<file path="src/rtl/core_pkg.sv">
// Shared core types and constants used by the fetch stage and its PC register.
package core_pkg;

  localparam int DATA_WIDTH          = 32;
  localparam int INST_WIDTH          = 32;
  localparam int INST_MEM_ADDR_WIDTH = 10;

  // The canonical NOP instruction: addi x0, x0, 0.
  localparam logic [INST_WIDTH-1:0] NOP_INST = 32'h0000_0013;

  localparam logic [DATA_WIDTH-1:0] PC_ALIGN_MASK = ~32'd3;

  typedef enum logic [1:0] {
    S_BOOT,
    S_RUN,
    S_HALT
  } fetch_state_e;

  typedef struct packed {
    logic [INST_WIDTH-1:0] inst;
    logic [DATA_WIDTH-1:0] pc;
    logic [DATA_WIDTH-1:0] pc_plus4;
  } if_id_data_t;

  localparam if_id_data_t IF_ID_BUBBLE = '{inst: NOP_INST, pc: '0, pc_plus4: '0};

endpackage

</file>
<file path="src/rtl/pc_reg.sv">
// Program counter register. Load has priority over hold; otherwise it advances by 4.
module pc_reg
  import core_pkg::*;
#(
  parameter logic [DATA_WIDTH-1:0] RESET_PC = 32'h0000_0000
) (
  input  logic                  clk,
  input  logic                  rst,
  input  logic                  hold_i,
  input  logic                  load_i,
  input  logic [DATA_WIDTH-1:0] load_pc_i,
  output logic [DATA_WIDTH-1:0] pc_o,
  output logic [DATA_WIDTH-1:0] pc_plus4_o
);

  logic [DATA_WIDTH-1:0] pc_q, pc_d;

  assign pc_plus4_o = pc_q + DATA_WIDTH'(4);
  assign pc_o       = pc_q;

  always_comb begin
    pc_d = pc_plus4_o;
    if (load_i)      pc_d = load_pc_i;
    else if (hold_i) pc_d = pc_q;
  end

  always_ff @(posedge clk) begin
    if (rst) pc_q <= RESET_PC;
    else     pc_q <= pc_d;
  end

endmodule

</file>
<file path="src/rtl/fetch_stage.sv">
// Instruction fetch stage: PC sequencing, IF/ID register and boot/run/halt control.
// Optional build macro FETCH_MISALIGN_CHK_EN halts on misaligned redirect targets.
module fetch_stage
  import core_pkg::*;
#(
  parameter logic [DATA_WIDTH-1:0] RESET_PC = 32'h0000_0000,
  parameter int                    IMEM_AW  = INST_MEM_ADDR_WIDTH
) (
  input  logic                  clk,
  input  logic                  rst,
  input  logic                  stall_i,
  input  logic                  redirect_i,
  input  logic [DATA_WIDTH-1:0] redirect_pc_i,
  input  logic                  halt_i,
  output logic [IMEM_AW-1:0]    imem_addr_o,
  input  logic [INST_WIDTH-1:0] imem_rdata_i,
  output if_id_data_t           if_id_o,
  output logic                  if_id_valid_o,
`ifdef FETCH_MISALIGN_CHK_EN
  output logic                  misalign_o,
`endif
  output logic                  halted_o
);

  fetch_state_e          state_q, state_d;
  if_id_data_t           if_id_q, if_id_d;
  logic                  valid_q, valid_d;
  logic                  pc_hold, pc_load;
  logic [DATA_WIDTH-1:0] pc, pc_plus4, redirect_tgt;

  // Low target bits are dropped unconditionally; the checker only decides whether to halt.
  assign redirect_tgt = redirect_pc_i & PC_ALIGN_MASK;

  pc_reg #(
    .RESET_PC (RESET_PC)
  ) u_pc_reg (
    .clk        (clk),
    .rst        (rst),
    .hold_i     (pc_hold),
    .load_i     (pc_load),
    .load_pc_i  (redirect_tgt),
    .pc_o       (pc),
    .pc_plus4_o (pc_plus4)
  );

  assign imem_addr_o   = pc[IMEM_AW+1:2];
  assign if_id_o       = if_id_q;
  assign if_id_valid_o = valid_q;
  assign halted_o      = (state_q == S_HALT);

  always_comb begin
    state_d = state_q;
    if_id_d = if_id_q;
    valid_d = valid_q;
    pc_hold = 1'b1;
    pc_load = 1'b0;
    if (state_q == S_BOOT) begin
      if_id_d = IF_ID_BUBBLE;
      valid_d = 1'b0;
      state_d = S_RUN;
    end else if (redirect_i) begin
      pc_load = 1'b1;
      if_id_d = IF_ID_BUBBLE;
      valid_d = 1'b0;
      state_d = S_RUN;
`ifdef FETCH_MISALIGN_CHK_EN
      if (redirect_pc_i[1:0] != 2'b00) state_d = S_HALT;
`endif
    end else if (state_q == S_HALT || halt_i) begin
      if_id_d = IF_ID_BUBBLE;
      valid_d = 1'b0;
      state_d = S_HALT;
    end else if (!stall_i) begin
      pc_hold = 1'b0;
      if_id_d = '{inst: imem_rdata_i, pc: pc, pc_plus4: pc_plus4};
      valid_d = 1'b1;
    end
  end

  always_ff @(posedge clk) begin
    if (rst) begin
      state_q <= S_BOOT;
      if_id_q <= IF_ID_BUBBLE;
      valid_q <= 1'b0;
    end else begin
      state_q <= state_d;
      if_id_q <= if_id_d;
      valid_q <= valid_d;
    end
  end

`ifdef FETCH_MISALIGN_CHK_EN
  logic misalign_q;

  assign misalign_o = misalign_q;

  // Sticky until reset; only redirects that are actually accepted can set it.
  always_ff @(posedge clk) begin
    if (rst) misalign_q <= 1'b0;
    else if (state_q != S_BOOT && redirect_i && redirect_pc_i[1:0] != 2'b00) misalign_q <= 1'b1;
  end
`endif

endmodule

</file>
<file path="config.mk">
export PLATFORM = sky130hd
export DESIGN_NAME = fetch_stage
export DESIGN_NICKNAME = d
export VERILOG_FILES = /design/src/rtl/core_pkg.sv /design/src/rtl/pc_reg.sv /design/src/rtl/fetch_stage.sv
export SDC_FILE = /design/constraint.sdc
export NUM_CORES = 1
export LEC_CHECK = 0
export BUFFER_PORTS_ARGS = -buffer_cell sky130_fd_sc_hd__buf_4
export CAP_MARGIN = 25
export CORE_MARGIN = 2
export CORE_UTILIZATION = 40
export CTS_CLUSTER_SIZE = 40
export DETAILED_ROUTE_END_ITERATION = 10
export GPL_TIMING_DRIVEN = 0
export PLACE_DENSITY = 0.65
export SLEW_MARGIN = 10
export SYNTH_ARGS = -nofsm -noshare
export SYNTH_HDL_FRONTEND = slang
export SYNTH_SLANG_ARGS = --single-unit
</file>
<file path="constraint.sdc">
create_clock -name clk -period 2.8 [get_ports clk]
set_input_delay 0.42 -clock clk [delete_from_list [all_inputs] [get_ports clk]]
set_output_delay 0.42 -clock clk [all_outputs]
set_load 0.03 [all_outputs]
</file>
==> results of run 1 <==
registers in the layout (all words and copies together) (netlist names):
| register | flops |
|---|---|
| state_q | 2 |
| if_id_valid_o | 1 |
| u_pc_reg.pc_o | 30 |
| if_id_o | 92 |
worst paths after layout:
| check | start | cells past startpoint | end |
|---|---|---|---|
| setup / recovery | u_pc_reg.pc_o[3] | 6 | u_pc_reg.pc_o[16] |
| hold / removal | imem_rdata_i[1] | 3 | if_id_o[65] |
| setup reg to reg | u_pc_reg.pc_o[3] | 6 | u_pc_reg.pc_o[16] |
| hold reg to reg | if_id_valid_o | 2 | if_id_valid_o |
through the flow:
step           cell area, µm²  cells  utilization
2_1_floorplan            5520    620            -
3_3_place_gp             7000    964        0.525
3_5_place_dp             7010    965        0.525
4_1_cts                  7600    997        0.570
5_1_grt                  7600    997        0.570
6_report                 7600    997        0.570
power by group through the flow:
stage	Clock (mW)	Combinational (mW)	Sequential, mW
after CTS	2.17	0.456	1.86
after global routing	2.26	0.495	1.87
after floorplan	0	0.263	1.91
after detailed placement	0	0.453	1.90
after global placement	0	0.444	1.90
final	2.14	0.457	1.86
placed cells by master, fill, tap and decap left out, types with 4 or more instances in the layout:
cell        netlist  routed
a211oi_1         10      10
a21oi_1          30      30
a222oi_1          4       4
a22oi_1           4       4
a31oi_1           5       5
and3_1            6       6
and4_1            6       6
buf_1             8       8
buf_2            11      11
buf_4            14     182
clkbuf_1         33      33
clkbuf_16         0      17
clkbuf_8          0       6
clkinvlp_4        0       4
conb_1            1       4
dfxtp_1         125     125
inv_1             6       6
mux2i_1          70      70
nand2_1          23      23
nand3_1          14      14
nand4_1          11      11
nor2_1          108     108
nor2b_1           4       4
nor3_1           18      18
nor4_1            6       6
o21ai_0          31      31
or3_1             4       4
xnor2_1          17      17
xor2_1           18      18
metal layers:
layer,part of all wire,GRT usage,vias to the layer above
met3,0.060,0.0616,28
met5,0,0,-
met2,0.48,0.372,163
met4,0.021,0.0948,0
li1,-,-,2521
met1,0.44,0.292,2482
final cells by class:
cell class / count / area, µm²
Buffer: 67 / 319
Clock buffer: 23 / 508
Clock inverter: 9 / 83.8
Fill cell: 1255 / 5740
Inverter: 6 / 22.5
Multi-Input combinational cell: 422 / 2680
Sequential cell: 125 / 2500
Tap cell: 176 / 220
Timing Repair Buffer: 169 / 1270
worst max-delay path: stages (launching register included):
cell      delay (ns)
dfxtp_1         0.48
ha_1            0.31
nand3_1         0.36
nor3_1          0.66
nand4_1         0.21
xor2_1          0.18
a211oi_1        0.22
logic make-up (layout without fill, tap and decap cells):
| kind of cell | count (synthesis) | after routing | synth area share |
|---|---|---|---|
| AO/OA/AOI/OAI | 100 | 100 | 0.112 |
| XOR/XNOR | 35 | 35 | 0.0556 |
| adder cells (fa/ha/maj) | 1 | 1 | 0.00227 |
| buffers and inverters | 73 | 274 | 0.0620 |
| flip-flops | 125 | 125 | 0.454 |
| multiplexers | 71 | 71 | 0.129 |
| other | 1 | 4 | 0.000681 |
| AND/OR/NAND/NOR | 211 | 211 | 0.184 |
==> results.txt, run 1 <==
The logs give 16.7 mm for the total length of routed wires and 3.12 ns for the required time of the critical path. By count the netlist is led by dfxtp_1, nor2_1, mux2i_1. The run finished with clean final reports. Number of hold violations in the final report: 0. The H-tree was split into 4 levels. Internal power contribution: 3.38 mW.

Across the run, the number of max-cap violations was 0. Counting flops and latches in the post-synthesis netlist gives 125. The share of cells above drive strength 1 was 0.287. The routed design could run at a clock period as short as 2.51 ns.

The number of setup buffers added after CTS is 0. Dividing the detail-routed via count by the number of cells gives 5.21. The cell sitting at the root of the clock tree is a clkbuf_16. The tools report the type of origin of the critical path as a register.

The initial DRC count was 291. The logs give 0 ns for the total negative slack and 0 for the remaining antenna violation count. The net switching power of the design was 1.08 mW; the clock insertion delay at the later pin of the skew report was 0.41 ns. The number of distinct library cell variants in the gate-level netlist after synthesis is 49. The clock sink total was 125; the switching part of the total power was 0.242.

In this run, post-CTS repair resized a total of 0 instances. The clock transition at the registers of the reported paths came out at 0.06 ns. The relative contribution of sequential cells to total power was 0.418; the final worst setup slack was 0.290 ns.

Power spread over the standard cell area amounts to 587 nW/µm². The path class of the tightest hold or removal check is in -> reg. After technology mapping, the gate count stands at 617. Slack of the worst reg-to-reg path: 0.29 ns. The count of port buffers added during placement was 168.

After legalization and detailed placement, the total HPWL measured 12.4 mm. For this run, the number of Yosys warnings is 0. The tools report the pin count of the biggest net entering global routing as 17. The pre-antenna-repair detailed-routing pass consisted of 5 iterations. The combinational fraction of design power is 0.102. The number of hold buffers added after CTS was 0. The maximum fanout along the worst path came out at 9.

The via count of the first global-routing pass was 5122. The per-cell routed wire length is 16.8 µm. After synthesis, the cell types taking the most area are dfxtp_1, mux2i_1, nor2_1. During I/O placement, the number of pins put on the boundary was 177.

The largest total area in the synthesized netlist belongs to dfxtp_1. Most used flip-flop cell after synthesis: dfxtp_1. The portion of the clock cycle consumed by the worst path in the final layout is 0.896.

The tools report the total power draw as 4.46 mW. For the diode insertion count for antenna repair, the log shows 0. Before CTS, the worst setup slack after placement is 0.236 ns. The run gives 5194 as the total number of vias. The number of buffers between clock root and the deepest sink came out at 2. By instance count, the leading cell after synthesis is dfxtp_1. The critical setup path kind is reg -> reg. IR analysis of the VDD net gives a maximum drop of 0.313 mV. The worst setup path is captured at a register. The portion of total power attributed to the clock network was 0.480; the headroom to the max-slew limit was 0.513. The floorplan step set the die width to 121 µm.

Setup repair after global routing left no endpoint under its margin. For the final count of pins violating max slew, the log shows 0. The layout overhead on the synthesized area was 38.0%.

The analysis attributes to cell leakage a power of 3.25 nW. The logs give 13300 µm² for the core outline area and 42 for the number of rows created at floorplan. The sequential fraction of the synthesis area is 0.454.

The area share of the leading cell type in the synthesized netlist was 0.454; the count of nets after finishing was 878. For the post-synthesis instance area, the log shows 5510 µm². The die outline height is 121 µm. The tools report the maximum clock frequency as 398 MHz. Across the routed clock network, the largest skew measured is 0.00609 ns. The logs give 0.886 for the final weighted congestion in routability-driven placement and 0.413 for the starting density of the core.

TritonCTS built the clock tree. The run gives 0.231 as the total global-route track usage. Global routing finished with a remaining overflow of 0.

The synthesized design contains 0 enable-type register cells. Clock tree synthesis inserted a total of 17 buffers. For the number of design rule violations left after detail routing, the log shows 0. The run gives 2.83 ns as the data arrival at the endpoint of the critical path. The wire length of the first global-routing pass was 26.3 mm; the actual slew at the worst max-slew pin was 0.721 ns. The share of flip-flops with an asynchronous set or reset after synthesis was 0; the post-route worst hold slack was 0.217 ns. The tools report the number of antenna violations at the first check in global routing as 0. The setup-violating endpoint count in the final report is 0.

After synthesis, the mean cell area works out to 8.93 µm². The die covers 14700 µm².
Note: power is estimated with default switching activity, not from simulation.
==> run 2, diff against run 1 <==
--- a/config.mk
+++ b/config.mk
@@ -5,6 +5,7 @@
 export SDC_FILE = /design/constraint.sdc
 export NUM_CORES = 1
 export LEC_CHECK = 0
+export ABC_AREA = 1
 export BUFFER_PORTS_ARGS = -buffer_cell sky130_fd_sc_hd__buf_4
 export CAP_MARGIN = 25
 export CORE_MARGIN = 2
@@ -12,8 +13,8 @@
 export CTS_CLUSTER_SIZE = 40
 export DETAILED_ROUTE_END_ITERATION = 10
 export GPL_TIMING_DRIVEN = 0
-export PLACE_DENSITY = 0.65
 export SLEW_MARGIN = 10
 export SYNTH_ARGS = -nofsm -noshare
 export SYNTH_HDL_FRONTEND = slang
+export SYNTH_HIERARCHICAL = 1
 export SYNTH_SLANG_ARGS = --single-unit
==> constraint.sdc (replaced) <==
create_clock -name clk -period 2.4 [get_ports clk]
set_input_delay 0.36 -clock clk [delete_from_list [all_inputs] [get_ports clk]]
set_output_delay 0.36 -clock clk [all_outputs]
set_load 0.03 [all_outputs]
==> run 2 against run 1 <==
Net effect: global-route usage about the same; first-iteration DRC count is 9.6% higher; critical path type is now in -> reg; final area rose by 8.7%; sequential cell count grew 6.
==> results.txt, run 2 <==
The overall die area is 16400 µm² (+11%). For the clock sink total, the log shows 131 (+4.8%). The setup-violating endpoint count in the final report was 0 (unchanged).

The tools report the final worst setup slack as 0.421 ns (+0.132 ns). The cell count along the critical path came out at 9 (+3). The most used flip-flop cell after synthesis is dfxtp_1. The area share of the leading cell type in the synthesized netlist works out to 0.427 (-0.0269). Stage delay of the slowest cell on the critical path: 0.44 ns (-0.22 ns).

The number of distinct library cell variants in the gate-level netlist after synthesis is 31 (-37%), and the combined flip-flop and latch cell area is 2620 µm² (+4.8%). The run gives 2.69 ns (-0.43 ns) as the required time of the critical path. The maximum clock frequency came out at 505 MHz. The clock period minus final worst setup slack came out at 1.98 ns.

Slowest cell on the critical path: clkbuf_1. The number of flip-flops in the largest register is 96 (+4.3%), and the per-cell routed wire length is 14.2 µm (-15%). The number of clock buffers inserted by TritonCTS is 17 (unchanged), and the maximum fanout along the worst path is 10 (+1).

On the critical path the largest part of the delay comes from buffers and inverters. The mean cell area of the mapped netlist works out to 6.80 µm² (-24%). The number of buffers added to fix hold violations after cts is 0 (unchanged). The total global-route track usage was 0.231 (+0.000375). The tools report the worst setup timing slack at the placement stage as -0.00362 ns (-0.240 ns). For the max-capacitance violation count, the log shows 0 (unchanged). The share of cells above drive strength 1 was 0.235 (-0.0521).

For the number of design rule violations left after detail routing, the log shows 0 (unchanged). The wire length of the first global-routing pass is 29.4 mm (+12%), and the power density normalized to cell area is 646 nW/µm² (+10%). Slack of the worst reg-to-reg path: 0.53 ns (+0.24 ns).

The layout overhead on the synthesized area was 34.7%. The diode insertion count for antenna repair is 0 (unchanged). The number of detailed-routing iterations run before antenna repair is 5 (unchanged). The synthesis warning total came out at 6 (+6). The total length of routed wires is 18.4 mm (+10%), and the clock transition at the registers of the reported paths is 0.06 ns (about the same). The detailed-route vias per instance works out to 4.64 (-11%). The worst setup path is of the in -> reg kind.

The clock insertion delay at the later pin of the skew report was 0.41 ns (about the same). Leaving out fill and tap cells, the most frequent cells in the layout are nand2_1, buf_4, inv_1. The total power draw is 5.34 mW (+20%). The count of port buffers added during placement is 173 (+3.0%), and the final count of pins violating max slew is 0 (unchanged). The number of rows created at floorplan was 45 (+7.1%).

For the starting density of the core, the log shows 0.407 (-0.00602). The run finished with clean final reports. The total number of vias is 6012 (+16%), and the count of H-tree levels built during CTS is 4 (unchanged).

Walking the worst path, the cells encountered are buf_2 > inv_2 > clkbuf_1 > nand3_1 > nand2_1 > clkbuf_1 > o21ai_0 > a21oi_1 > nor2_1. The tools report the remaining antenna violation count as 0 (unchanged). The final weighted congestion in routability-driven placement came out at 0.911 (+2.9%). The tree is rooted in a clkbuf_16. The initial DRC count was 319 (+9.6%); the total negative slack was 0 ns (unchanged).

The run gives 0 (unchanged) as the sum of overflow across all layers after global routing. The synthesized instance count is 903 (+46%), and the data arrival at the endpoint of the critical path is 2.27 ns (-0.56 ns). The type of the tightest min-delay check is in -> reg. The setup clock skew after layout came out at 0.00480 ns (-0.00128 ns). Sequential fraction of the synthesis area: 0.427 (-0.0269).

The number of buffers and inverters on the critical path works out to 4 (+4). The worst voltage drop across the vdd grid came out at 0.461 mV (+47%). The number of antenna violations at the first check in global routing is 0 (unchanged). The run gives 1558 (+24%) as the number of filler instances in the final layout.

For the pin count of the biggest net entering global routing, the log shows 17 (unchanged). The cell depth of the worst hold path is 3 (unchanged), and the number of setup buffers added after CTS is 0 (unchanged). The post-synthesis instance area is 6140 µm² (+11%). The worst setup path is launched from an input port.

The actual slew at the worst max-slew pin was 0.602 ns (-0.119 ns); the multi-input logic area was 2700 µm² (+0.70%). The tools report the count of nets after finishing as 1166 (+33%). The portion of the clock cycle consumed by the worst path in the final layout was 0.824.

Counting stages on the worst path, the most repeated cell is clkbuf_1. The post-synthesis cell type with the largest combined area is dfxtp_1. The number of synthesized register bits is 131 (+4.8%). For the core outline area, the log shows 15100 µm² (+13%).

The worst setup path is captured at a register. Headroom to the max-slew limit: 0.599 (+0.0859). Most common cell in the synthesized netlist: nand2_1.

The post-route worst hold slack came out at 0.171 ns (-0.0462 ns). TritonCTS built the clock tree. The chip width was 128 µm (+5.4%); the post-CTS resize count was 0 (unchanged).

Setup repair after global routing left no endpoint under its margin. The most common library cell in the layout ignoring fill and taps is nand2_1. The number of synthesized flops with an enable pin was 0 (unchanged). Yosys attributes the largest share of cell area to dfxtp_1, nand2_1, a21oi_1. The tools report the total I/O pin count as 177 (unchanged).

By count the netlist is led by nand2_1, inv_1, nor2_1. The tools report the number of hold violations in the final report as 0 (unchanged). The via count of the first global-routing pass was 5765 (+13%); the die outline height was 128 µm (+5.4%). The share of flip-flops with an asynchronous set or reset after synthesis works out to 0 (unchanged).

The cell depth of the worst flop-to-flop path is 9 (+3), and the static leakage power is 4.18 nW (+29%). The number of buffers between clock root and the deepest sink was 2 (unchanged); the total half-perimeter wirelength after legalization and detailed placement was 13.8 mm (+11%).
run 2: cell count changes in the layout (fill, tap and decap cells not counted), moves of 10 or more:
cell	delta
a211oi_1	-10
clkbuf_1	-13
nand4_1	-10
o21ai_0	-12
xnor2_1	-13
nand2_1	+206
a21oi_1	+84
nor3_1	-17
inv_1	+139
mux2i_1	-70
nor2_1	+31
xor2_1	-14
run 2: tightest hold or removal path, cell delays in order:
cell and delay, ns:
buf_4 0.08, a21oi_1 0.05, nor2_1 0.06
run 2: power breakdown:
part	internal (mW)	switching, mW
clock network	1.63	0.955
registers	2.22	0.0637
logic	0.201	0.274
total	4.05	1.29
run 2: per-stage QoR:
stage	utilization	instance area, µm²	std cells
floorplan	-	6140	904
global placement	0.509	7680	1265
detailed placement	0.509	7680	1265
CTS	0.548	8270	1297
global route	0.548	8270	1297
finish	0.548	8270	1297
run 2: cell families after synthesis:
family,count (synthesis),synth area share
xor+xnor,15,0.0300
flops,131,0.427
other cells,1,0.000611
simple gates,414,0.278
compound gates,149,0.128
buf+inv,192,0.134
fa+ha+maj,1,0.00204
run 2: final cells by class:
type	count	area share
Timing Repair Buffer	173	0.157
Multi-Input combinational cell	581	0.326
Buffer	45	0.0328
Inverter	147	0.0667
Sequential cell	131	0.317
Clock inverter	9	0.0124
Tap cell	188	0.0285
Clock buffer	23	0.0590
run 2: final timing paths:
path	from	to
setup / recovery	stall_i	u_pc_reg/pc_o[20]
hold / removal	imem_rdata_i[29]	if_id_o[93]
setup reg to reg	state_q[0]	u_pc_reg/pc_o[20]
hold reg to reg	if_id_valid_o	if_id_valid_o
run 2: layer usage:
metal | GRT usage | share of wire
met5 | 0 | 0
met4 | 0.0718 | 0.014
met3 | 0.0647 | 0.068
met2 | 0.372 | 0.46
met1 | 0.302 | 0.46
==> run 3, diff against run 2 <==
==> constraint.sdc (replaced) <==
create_clock -name clk -period 1.9 [get_ports clk]
set_input_delay 0.285 -clock clk [delete_from_list [all_inputs] [get_ports clk]]
set_output_delay 0.285 -clock clk [all_outputs]
set_load 0.03 [all_outputs]
==> run 3 against run 2 <==
Net effect: combinational power rose by 27%; via count up 0.30%; final area increased by 0.27%; critical endpoint is now u_pc_reg/pc_o[18]; worst setup slack got worse by 0.25 ns; highest routed layer unchanged; critical path type is now reg -> reg.
==> results.txt, run 3 (same netlist as run 2, synthesis figures left out) <==
The run gives 0.41 ns (about the same) as the clock insertion delay at the later pin of the skew report. TritonCTS built the clock tree. The cell depth of the worst flop-to-flop path was 8 (-1); the cell depth of the worst hold path was 3 (unchanged). The chip width was 128 µm (unchanged). CTS placed an instance of clkbuf_16 at the clock tree root. The share of cells above drive strength 1 is 0.242 (+0.00700), and the core outline area is 15100 µm² (unchanged).

The die outline height works out to 128 µm (unchanged). The clock transition at the registers of the reported paths is 0.06 ns (about the same), and the sum of overflow across all layers after global routing is 0 (unchanged). The total global-route track usage is 0.231 (unchanged).

The tools report the type of origin of the critical path as a register. The number of flip-flops in the largest register is 96 (unchanged), and the number of hold violations in the final report is 0 (unchanged). For the number of detailed-routing iterations run before antenna repair, the log shows 5 (unchanged). The logs give 0.0958 ns (-0.0751 ns) for the post-route worst hold slack and 2 (unchanged) for the number of buffers between clock root and the deepest sink. The clock sink total came out at 131 (unchanged). The via count of the first global-routing pass is 5765 (unchanged). Total number of vias: 6030 (+0.30%). Setup repair after global routing left no endpoint under its margin. The relative contribution of sequential cells to total power is 0.427 (about the same), and the total half-perimeter wirelength after legalization and detailed placement is 13.8 mm (unchanged). The count of port buffers added during placement was 173 (unchanged).

The slack of the worst reg-to-reg path was 0.17 ns (-0.36 ns); the per-cell routed wire length was 14.2 µm (about the same). The switching part of the total power works out to 0.241 (-0.000618). Nature of the critical path endpoint: a register.

The net switching power of the design was 1.63 mW (+26%); the setup clock skew after layout was 0.00588 ns (+0.00108 ns). The number of antenna violations at the first check in global routing was 0 (unchanged); the layout overhead on the synthesized area was 35.0%. For the maximum clock frequency, the log shows 578 MHz.

The cell count after placement is 1265 (unchanged). In the layout the commonest cells are nand2_1, buf_4, inv_1. The tools report the data arrival at the endpoint of the critical path as 2.07 ns (-0.20 ns). The type of the tightest min-delay check was in -> reg. Number of rows created at floorplan: 45 (unchanged).

The setup path with the least slack is of type reg -> reg. The worst voltage drop across the vdd grid is 0.583 mV (+26%). The final count of pins violating max slew is 0 (unchanged), and the final cell count without fillers is 1298 (+0.077%). Internal power contribution: 5.12 mW (+26%).

The maximum fanout along the worst path is 6 (-4), and the final weighted congestion in routability-driven placement is 0.911 (unchanged). The total power draw was 6.75 mW (+26%); the clock period minus final worst setup slack was 1.73 ns. The run gives 17 (unchanged) as the number of clock buffers inserted by TritonCTS.

Portion of total power attributed to the clock network: 0.483 (about the same). For the max-capacitance violation count, the log shows 0 (unchanged). The run finished with clean final reports. The detailed-route vias per instance is 4.65 (+0.22%), and the static leakage power is 4.20 nW (+0.32%).

The run gives 17 (unchanged) as the pin count of the biggest net entering global routing. The logs give 18.4 mm (+0.17%) for the total length of routed wires and 0 (unchanged) for the number of design rule violations left after detail routing. For the combinational fraction of design power, the log shows 0.089 (about the same). The count of H-tree levels built during CTS is 4 (unchanged), and the actual slew at the worst max-slew pin is 0.609 ns (+0.00718 ns). The wire length of the first global-routing pass was 29.4 mm (unchanged); the headroom to the max-slew limit was 0.594 (-0.00479). The tools report the required time of the critical path as 2.24 ns (-0.45 ns). The portion of the clock cycle consumed by the worst path in the final layout works out to 0.911. The overall die area is 16400 µm² (unchanged), and the power density normalized to cell area is 814 nW/µm² (+26%). The run gives 0 (unchanged) as the diode insertion count for antenna repair. The tools report the initial DRC count as 300 (-6.0%). The total I/O pin count is 177 (unchanged), and the number of filler instances in the final layout is 1556 (-0.13%). The library cell used most frequently in the layout, excluding fill and tap cells, is nand2_1.

The number of buffers added to fix hold violations after cts is 0 (unchanged), and the starting density of the core is 0.407 (unchanged). For the count of nets after finishing, the log shows 1167 (+0.086%). The run gives 0 (unchanged) as the remaining antenna violation count.

The setup-violating endpoint count in the final report came out at 0 (unchanged).
[run 3: area by class of cell]
class,instances,area (µm²),area share
well taps,188,235,0.0284
multi-input cells,581,2700,0.326
inverters,147,556,0.0670
flip-flops and latches,131,2630,0.317
clock inverters,9,103,0.0124
repair buffers,175,1310,0.158
plain buffers,44,270,0.0326
clock buffers,23,488,0.0589
[run 3: timing repair]
item | in CTS | in global routing
setup buffers | 0 | 2
gates resized for setup | 0 | 8
endpoints found under the setup margin | 0 | 32
[run 3: worst max-delay path, stage by stage (launching register included)]
cell	delay, ns
dfxtp_1	0.53
nand2_1	0.17
nor2_2	0.18
nand2_4	0.11
nor2_4	0.16
buf_4	0.15
xor2_2	0.16
nand2_1	0.08
a21oi_1	0.12
[run 3: routing by layer]
layer	global-route usage	up-vias	part of all wire
li1	-	3129	-
met1	0.302	2717	0.46
met2	0.372	167	0.46
met3	0.0647	17	0.069
met4	0.0718	0	0.014
met5	0	-	0
[run 3: power by group through the flow]
stage	sequential [mW]	combinational, mW	clock [mW]
2_1_floorplan	2.96	0.309	0
3_3_place_gp	2.94	0.595	0
3_5_place_dp	2.94	0.596	0
4_1_cts	2.88	0.600	3.32
5_1_grt	2.89	0.671	3.44
6_report	2.88	0.604	3.26
[run 3: path summary, 6_finish.rpt]
path,start,endpoint
setup reg to reg,u_pc_reg/pc_o[7],u_pc_reg/pc_o[18]
setup / recovery,u_pc_reg/pc_o[7],u_pc_reg/pc_o[18]
hold reg to reg,if_id_valid_o,if_id_valid_o
hold / removal,imem_rdata_i[29],if_id_o[93]
[run 3: through the flow]
stage	cell area [µm²]	utilization	worst slack (ns)	setup TNS [ns]
after global placement	7680	0.509	-0.412	-9.26
after CTS	8270	0.548	0.0108	0
after floorplan	6140	-	0.0536	0
after detailed placement	7680	0.509	-0.429	-9.50
after global routing	8290	0.549	0.0153	0
final	8290	0.549	0.168	0
